$ cat src/rtl/tdm_pkg.sv
// Shared types and constants for the two-channel TDM demultiplexer.
// TDM_DEMUX_PARITY_EN adds a third (parity) slot per frame and the EXPP state.
package tdm_pkg;

  localparam int FRAME_CNT_W = 16;

  localparam int SLOT_DATA0  = 0;
  localparam int SLOT_DATA1  = 1;
  localparam int SLOT_PARITY = 2;

`ifdef TDM_DEMUX_PARITY_EN
  localparam int SLOTS_PER_FRAME = 3;

  typedef enum logic [1:0] {
    HUNT = 2'd0,
    EXP1 = 2'd1,
    EXP0 = 2'd2,
    EXPP = 2'd3
  } state_t;
`else
  localparam int SLOTS_PER_FRAME = 2;

  typedef enum logic [1:0] {
    HUNT = 2'd0,
    EXP1 = 2'd1,
    EXP0 = 2'd2
  } state_t;
`endif

endpackage

$ cat src/rtl/tdm_frame_fsm.sv
// Frame-alignment FSM: tracks slot position and emits capture/deliver/error strobes.
// With TDM_DEMUX_PARITY_EN a parity slot is checked in the EXPP state.
module tdm_frame_fsm
  import tdm_pkg::*;
(
  input  logic clk,
  input  logic rst,
  input  logic din_valid,
  input  logic sync,
`ifdef TDM_DEMUX_PARITY_EN
  input  logic parity_ok,
  output logic cap1,
  output logic parity_error,
`endif
  output logic cap0,
  output logic deliver,
  output logic sync_error
);

  state_t state_reg;
  state_t state_next;

  always_ff @(posedge clk or posedge rst) begin
    if (rst) begin
      state_reg <= HUNT;
    end else begin
      state_reg <= state_next;
    end
  end

  always_comb begin
    state_next = state_reg;
    if (din_valid) begin
      case (state_reg)
        HUNT: begin
          if (sync) state_next = EXP1;
        end
        EXP1: begin
`ifdef TDM_DEMUX_PARITY_EN
          if (!sync) state_next = EXPP;
`else
          if (!sync) state_next = EXP0;
`endif
        end
        EXP0: begin
          state_next = sync ? EXP1 : HUNT;
        end
`ifdef TDM_DEMUX_PARITY_EN
        EXPP: begin
          state_next = sync ? EXP1 : EXP0;
        end
`endif
        default: state_next = HUNT;
      endcase
    end
  end

  // A sync seen mid-frame restarts the frame on that beat rather than hunting again.
  always_comb begin
    cap0       = 1'b0;
    deliver    = 1'b0;
    sync_error = 1'b0;
`ifdef TDM_DEMUX_PARITY_EN
    cap1         = 1'b0;
    parity_error = 1'b0;
`endif
    if (din_valid) begin
      case (state_reg)
        HUNT: begin
          cap0 = sync;
        end
        EXP1: begin
          if (sync) begin
            sync_error = 1'b1;
            cap0       = 1'b1;
          end else begin
`ifdef TDM_DEMUX_PARITY_EN
            cap1 = 1'b1;
`else
            deliver = 1'b1;
`endif
          end
        end
        EXP0: begin
          if (sync) begin
            cap0 = 1'b1;
          end else begin
            sync_error = 1'b1;
          end
        end
`ifdef TDM_DEMUX_PARITY_EN
        EXPP: begin
          if (sync) begin
            sync_error = 1'b1;
            cap0       = 1'b1;
          end else if (parity_ok) begin
            deliver = 1'b1;
          end else begin
            parity_error = 1'b1;
          end
        end
`endif
        default: ;
      endcase
    end
  end

endmodule

$ cat src/rtl/tdm_demux2.sv
// Two-channel TDM demultiplexer: splits sync-framed slot words into ch0/ch1 registers.
// Define TDM_DEMUX_PARITY_EN for 3-slot frames with an XOR parity slot.
module tdm_demux2
  import tdm_pkg::*;
#(
  parameter int W = 8
) (
  input  logic                   clk,
  input  logic                   rst,
  input  logic [W-1:0]           din,
  input  logic                   din_valid,
  input  logic                   sync,
  output logic [W-1:0]           ch0_data,
  output logic [W-1:0]           ch1_data,
  output logic                   out_valid,
  output logic                   sync_err,
  output logic [FRAME_CNT_W-1:0] frame_cnt,
  output logic                   parity_err
);

  logic [W-1:0]           stage0_reg;
  logic [W-1:0]           ch0_reg;
  logic [W-1:0]           ch1_reg;
  logic                   out_valid_reg;
  logic                   sync_err_reg;
  logic [FRAME_CNT_W-1:0] frame_cnt_reg;
  logic [W-1:0]           slot1_word;
  logic                   cap0;
  logic                   deliver;
  logic                   sync_error;

`ifdef TDM_DEMUX_PARITY_EN
  logic [W-1:0] stage1_reg;
  logic         parity_err_reg;
  logic         cap1;
  logic         parity_error;
  logic         parity_ok;

  assign parity_ok  = (din == (stage0_reg ^ stage1_reg));
  assign slot1_word = stage1_reg;
`else
  // Without parity the frame completes on the slot-1 beat itself.
  assign slot1_word = din;
`endif

  tdm_frame_fsm u_fsm (
    .clk          (clk),
    .rst          (rst),
    .din_valid    (din_valid),
    .sync         (sync),
`ifdef TDM_DEMUX_PARITY_EN
    .parity_ok    (parity_ok),
    .cap1         (cap1),
    .parity_error (parity_error),
`endif
    .cap0         (cap0),
    .deliver      (deliver),
    .sync_error   (sync_error)
  );

  always_ff @(posedge clk or posedge rst) begin
    if (rst) begin
      stage0_reg    <= '0;
      ch0_reg       <= '0;
      ch1_reg       <= '0;
      out_valid_reg <= 1'b0;
      sync_err_reg  <= 1'b0;
    end else begin
      out_valid_reg <= deliver;
      sync_err_reg  <= sync_error;
      if (cap0) begin
        stage0_reg <= din;
      end
      if (deliver) begin
        ch0_reg <= stage0_reg;
        ch1_reg <= slot1_word;
      end
    end
  end

  always_ff @(posedge clk or posedge rst) begin
    if (rst) begin
      frame_cnt_reg <= '0;
    end else if (deliver) begin
      frame_cnt_reg <= frame_cnt_reg + FRAME_CNT_W'(1);
    end
  end

`ifdef TDM_DEMUX_PARITY_EN
  always_ff @(posedge clk or posedge rst) begin
    if (rst) begin
      stage1_reg     <= '0;
      parity_err_reg <= 1'b0;
    end else begin
      parity_err_reg <= parity_error;
      if (cap1) begin
        stage1_reg <= din;
      end
    end
  end

  assign parity_err = parity_err_reg;
`else
  assign parity_err = 1'b0;
`endif

  assign ch0_data  = ch0_reg;
  assign ch1_data  = ch1_reg;
  assign out_valid = out_valid_reg;
  assign sync_err  = sync_err_reg;
  assign frame_cnt = frame_cnt_reg;

  // Each accepted beat produces at most one kind of pulse.
  assert property (@(posedge clk) disable iff (rst)
    $onehot0({out_valid, sync_err, parity_err}));

endmodule
$ cat config.mk
export PLATFORM = sky130hd
export DESIGN_NAME = tdm_demux2
export DESIGN_NICKNAME = d
export VERILOG_FILES = /design/src/rtl/tdm_pkg.sv /design/src/rtl/tdm_frame_fsm.sv /design/src/rtl/tdm_demux2.sv
export SDC_FILE = /design/constraint.sdc
export NUM_CORES = 1
export LEC_CHECK = 0
export ABC_AREA = 1
export CAP_MARGIN = 20
export CELL_PAD_IN_SITES_DETAIL_PLACEMENT = 1
export CELL_PAD_IN_SITES_GLOBAL_PLACEMENT = 2
export CORE_AREA = 10 10 73 100
export CTS_CLUSTER_DIAMETER = 30
export DETAILED_ROUTE_END_ITERATION = 12
export DIE_AREA = 0 0 83 110
export DONT_BUFFER_PORTS = 1
export PLACE_DENSITY_LB_ADDON = 0.1
export SLEW_MARGIN = 20
export SYNTH_ARGS = -nofsm -noshare
export SYNTH_HDL_FRONTEND = slang
export SYNTH_SLANG_ARGS = --single-unit
$ cat constraint.sdc
create_clock -name clk -period 1.8 [get_ports clk]
set_input_delay 0.36 -clock clk [delete_from_list [all_inputs] [get_ports clk]]
set_output_delay 0.36 -clock clk [all_outputs]
set_load 0.01 [all_outputs]
Word level (Yosys, flattened, before mapping) --
Cells that the tools add are included.
Word-level totals: logic and storage cells 27, register bits after elaboration 44, bits of input ports 12, output and inout port bits 35
Operators by class: $add $sub $neg 1, equality and inequality tests 4, reduce and logical (&&, ||, !) cells 3, muxes and demuxes 12
Operators by type and width (number):
- 16-bit by 1-bit adder with 16-bit output, second input constant | 1
- 1-bit two-way mux | 7
- 2-bit one-hot mux with 3 select lines | 1
- 2-bit two-way mux | 2
- 2-bit != test, second input constant | 2
- 1-bit one-hot mux with 2 select lines | 2
- 3-bit AND reduction | 1
- 2-bit by 1-bit equality test with 1-bit output, second input constant | 1
- 2-bit equality test, second input constant | 1
- 2-bit zero test | 1
- 2-bit OR reduction | 1

Longest topological paths before layout --
word-level depth 4, depth in mapped cells 8, mapped depth without buffers 8

Hierarchy --
From an unflattened synthesis, not the netlist that was laid out.
Unflattened totals: cell total of the unflattened synthesis 215, area total of the unflattened synthesis 1885.6 um^2
By module, submodules not included:
- tdm_demux2 | cells an instance 192, times used 1, sequential area each 1051.0 um^2, area each 1754.2 um^2
- tdm_frame_fsm | cells an instance 23, times used 1, sequential area each 50.0 um^2, area each 131.4 um^2

Least setup slack after synthesis --
OpenSTA, ideal clock, no wires.
path type reg2reg, start reg frame_cnt_reg[1], in the netlist frame_cnt[1], end reg frame_cnt_reg[10], in the netlist frame_cnt[10], path buffers 0, required time 1.683 ns, arrival time 1.161 ns, path slack 0.522 ns, clock period less this slack 1.278 ns, stages on the path, launching flop included 9, cell sequence dfrtp_1 ha_1 nand3_1 nor2_1 nand2_1 inv_2 nand2_1 nand2_1 nand2_1
Between the ends: cells in the longest elaborated chain, start to end 1
RTL lines:
- start: declaration | RTL line tdm_demux2.sv:26 | logic [FRAME_CNT_W-1:0] frame_cnt_reg;
- start signal: assignment | RTL line tdm_demux2.sv:85 | frame_cnt_reg <= frame_cnt_reg + FRAME_CNT_W'(1);
- 16-bit by 1-bit adder with 16-bit output | RTL line tdm_demux2.sv:85
No other way between the ends. A chain may end at the register's enable or synchronous reset.

Worst setup path in the final report --
Ends and elaborated chain as after synthesis.

==> impl_metrics.env <==
export IMPL_ctsHoldBuffers=1
export IMPL_worstSetupStartpointType="register"
export IMPL_clock_path_buffers=2
export IMPL_place_gp_congestion=0.691
export IMPL_yosysSeqAreaShare=0.570
export IMPL_dr_first_iter_drc_count=77
export IMPL_dp_hpwl_um=3710
export IMPL_finalWirelength_um=4830
export IMPL_final_setup_worst_slack_ns=0.289
export IMPL_post_route_drc_count=0
export IMPL_async_flop_share=1.00
export IMPL_synthCells=223
export IMPL_core_area_mm2=0.00545
export IMPL_syn_area_mm2=0.00193
export IMPL_dr_pass1_iters=4
export IMPL_initial_core_util=0.355
export IMPL_tns_ns=0
export IMPL_rsz0062_at_grt="no"
export IMPL_grtUsageMet1=0.104
export IMPL_die_h_um=110
export IMPL_leakagePower_nw=1.07
export IMPL_grtUsageMet3=0.0455
export IMPL_vias=1439
export IMPL_design_area_mm2=0.00218
export IMPL_cp_max_fo=4
export IMPL_cts_root_buffer="clkbuf_8"
export IMPL_synthesis_nets=236
export IMPL_critical_path_class="reg2reg"
export IMPL_antenna_left=0
export IMPL_die_area_mm2=0.00913
export IMPL_clkSinkCount=44
export IMPL_grt_use_total=0.109
export IMPL_hold_end="u_fsm.state_reg[1]"
export IMPL_die_x_um=83
export IMPL_dpl_worst_slack_ns=0.249
export IMPL_min_delay_start="din_valid"
export IMPL_clk_latency_ns=0.30
export IMPL_cts_buffers=5
export IMPL_synthTopCellsByArea="dfrtp_1 (57%), nand2_1 (17%), o21ai_0 (4.7%), inv_1 (4.1%), nor2_1 (2.5%)"
export IMPL_placed_cell_area_mm2=0.00201
export IMPL_cts_tree="built"
export IMPL_io_buffers=0
export IMPL_finalNetCount=241
export IMPL_antenna_cells=0
export IMPL_tightest_slew_ns=0.636
export IMPL_vias_per_cell=4.85
export IMPL_grt_start_max_net_pins=25
export IMPL_synth_area_per_cell_um2=8.66
export IMPL_reg2reg_depth=8
export IMPL_r2r_slack_ns=0.29
export IMPL_clock_fmax_mhz=662
export IMPL_wire_per_inst_um=16.2
export IMPL_cts_setup_buffers=0
export IMPL_powerDensity_mw_per_mm2=1260
export IMPL_whs_path_depth=1
export IMPL_endpoint_kind="register"
export IMPL_maxSlewViolCount=0
export IMPL_skew_ns=0.00674
export IMPL_num_io_pins=47
export IMPL_h_tree_depth=2
export IMPL_setup_viol=0
export IMPL_cp_required_ns=1.99
export IMPL_ir_drop_mv=0.575
export IMPL_grt_busiest_layer="met2"
export IMPL_r2r_start="frame_cnt[1]"
export IMPL_relSlewSlack=0.575
export IMPL_hold_violations=0
export IMPL_synth_top_area_cell="dfrtp_1"
export IMPL_rows=32
export IMPL_run_status="finished clean"
export IMPL_postCtsResizedCells=0
export IMPL_grt_pass1_wl_um=8100
export IMPL_synth_warnings=0
export IMPL_cp_arrival_ns=1.70
export IMPL_r2r_end="frame_cnt[10]"
export IMPL_drive_above_1_share=0.0917
export IMPL_synth_edff_count=0
export IMPL_synth_ff_type="dfrtp_1"
export IMPL_holdCritPathClass="in2reg"
export IMPL_period_share=0.839
export IMPL_syn_to_final_growth_pct=12.7
export IMPL_grt_pass1_vias=1621
export IMPL_ys_seq_elements=44
export IMPL_grt_util_met2=0.207
export IMPL_fin_crit_ns=1.51
export IMPL_gr_total_overflow=0
export IMPL_largest_register_ff_count=16
export IMPL_clkTransAtPathRegs_ns=0.08
export IMPL_synth_top_cell_area_share=0.570
export IMPL_cap_violations=0
export IMPL_antenna_found_initial=0
export IMPL_synth_cell_types=25
==> power by group <==
| part | total (W) | switching [W] | internal, W |
|---|---|---|---|
| combinational | 0.000300 | 0.000184 | 0.000116 |
| clock | 0.00103 | 0.000340 | 0.000694 |
| sequential | 0.00140 | 0.000231 | 0.00117 |
| total | 0.00273 | 0.000755 | 0.00198 |
==> critical path, cell delays in order, from the launching register on <==
cell and delay [ns]:
dfrtp_1 0.44, ha_1 0.22, nand3_1 0.09, nor2_1 0.19, nand2_1 0.19, inv_2 0.10
nand2_1 0.06, nand2_1 0.07, nand2_1 0.06
==> synthesized netlist by cell type (all sizes together) (2+ instances only) <==
| cell | n |
|---|---|
| dfrtp | 44 |
| xnor2 | 4 |
| o21ai | 19 |
| inv | 23 |
| nand2 | 88 |
| nand3 | 7 |
| nand3b | 4 |
| clkbuf | 2 |
| nor2 | 18 |
| xor2 | 3 |
| nand4 | 2 |
| buf | 4 |
==> how the worst max path moves through the flow <==
stage                            start       endpoint  slack [ns]  depth (start not counted)
final                     frame_cnt[1]  frame_cnt[10]        0.29                          8
after CTS                 frame_cnt[1]  frame_cnt[10]        0.24                          8
after global placement    frame_cnt[1]  frame_cnt[10]        0.36                          8
after global routing      frame_cnt[2]  frame_cnt[13]        0.09                          6
after detailed placement  frame_cnt[1]  frame_cnt[10]        0.25                          8
after floorplan                    rst    ch0_data[0]        0.41                          1
==> cells in the final DEF, fill, tap and decap left out, types with 4 or more instances in the layout <==
cell,netlist,final
nand2_1,87,87
dfrtp_1,44,44
inv_1,21,20
o21ai_0,18,18
nor2_1,13,13
nand3_1,7,7
clkbuf_8,0,5
xnor2_1,4,4
nand3b_1,4,4
==> through the flow <==
step	hold slack, ns	std cells	util	total power (W)
floorplan	0.442	223	-	0.00161
CTS	0.154	297	0.400	0.00279
finish	0.165	297	0.400	0.00273
global placement	0.301	288	0.369	0.00171
global route	0.146	297	0.400	0.00291
detailed placement	0.319	288	0.369	0.00174
==> per-layer routing <==
metal / routed length, um / vias to the layer above
met2: 2620 / 29
met4: 71 / 0
met3: 339 / 6
met1: 1790 / 710
li1: - / 694
met5: 0 / -
==> cell families (layout without fill, tap and decap cells) <==
group / Yosys count / in the layout / share of synthesized area
flip-flops: 44 / 44 / 0.570
AO/OA/AOI/OAI: 22 / 22 / 0.0635
adder cells (fa/ha/maj): 1 / 1 / 0.00648
buffers and inverters: 29 / 35 / 0.0674
XOR/XNOR: 7 / 7 / 0.0317
other: 1 / 1 / 0.00194
AND/OR/NAND/NOR: 119 / 119 / 0.259
==> final cells by class <==
class / count / area (um2)
fill: 670 / 3270
sequential: 44 / 1100
multi-input combinational: 150 / 701
clock inverter: 3 / 90.1
inverter: 23 / 86.3
tap: 68 / 85.1
clock buffer: 5 / 68.8
timing repair buffer: 4 / 45.0
Note: power is estimated with default switching activity, not from simulation.
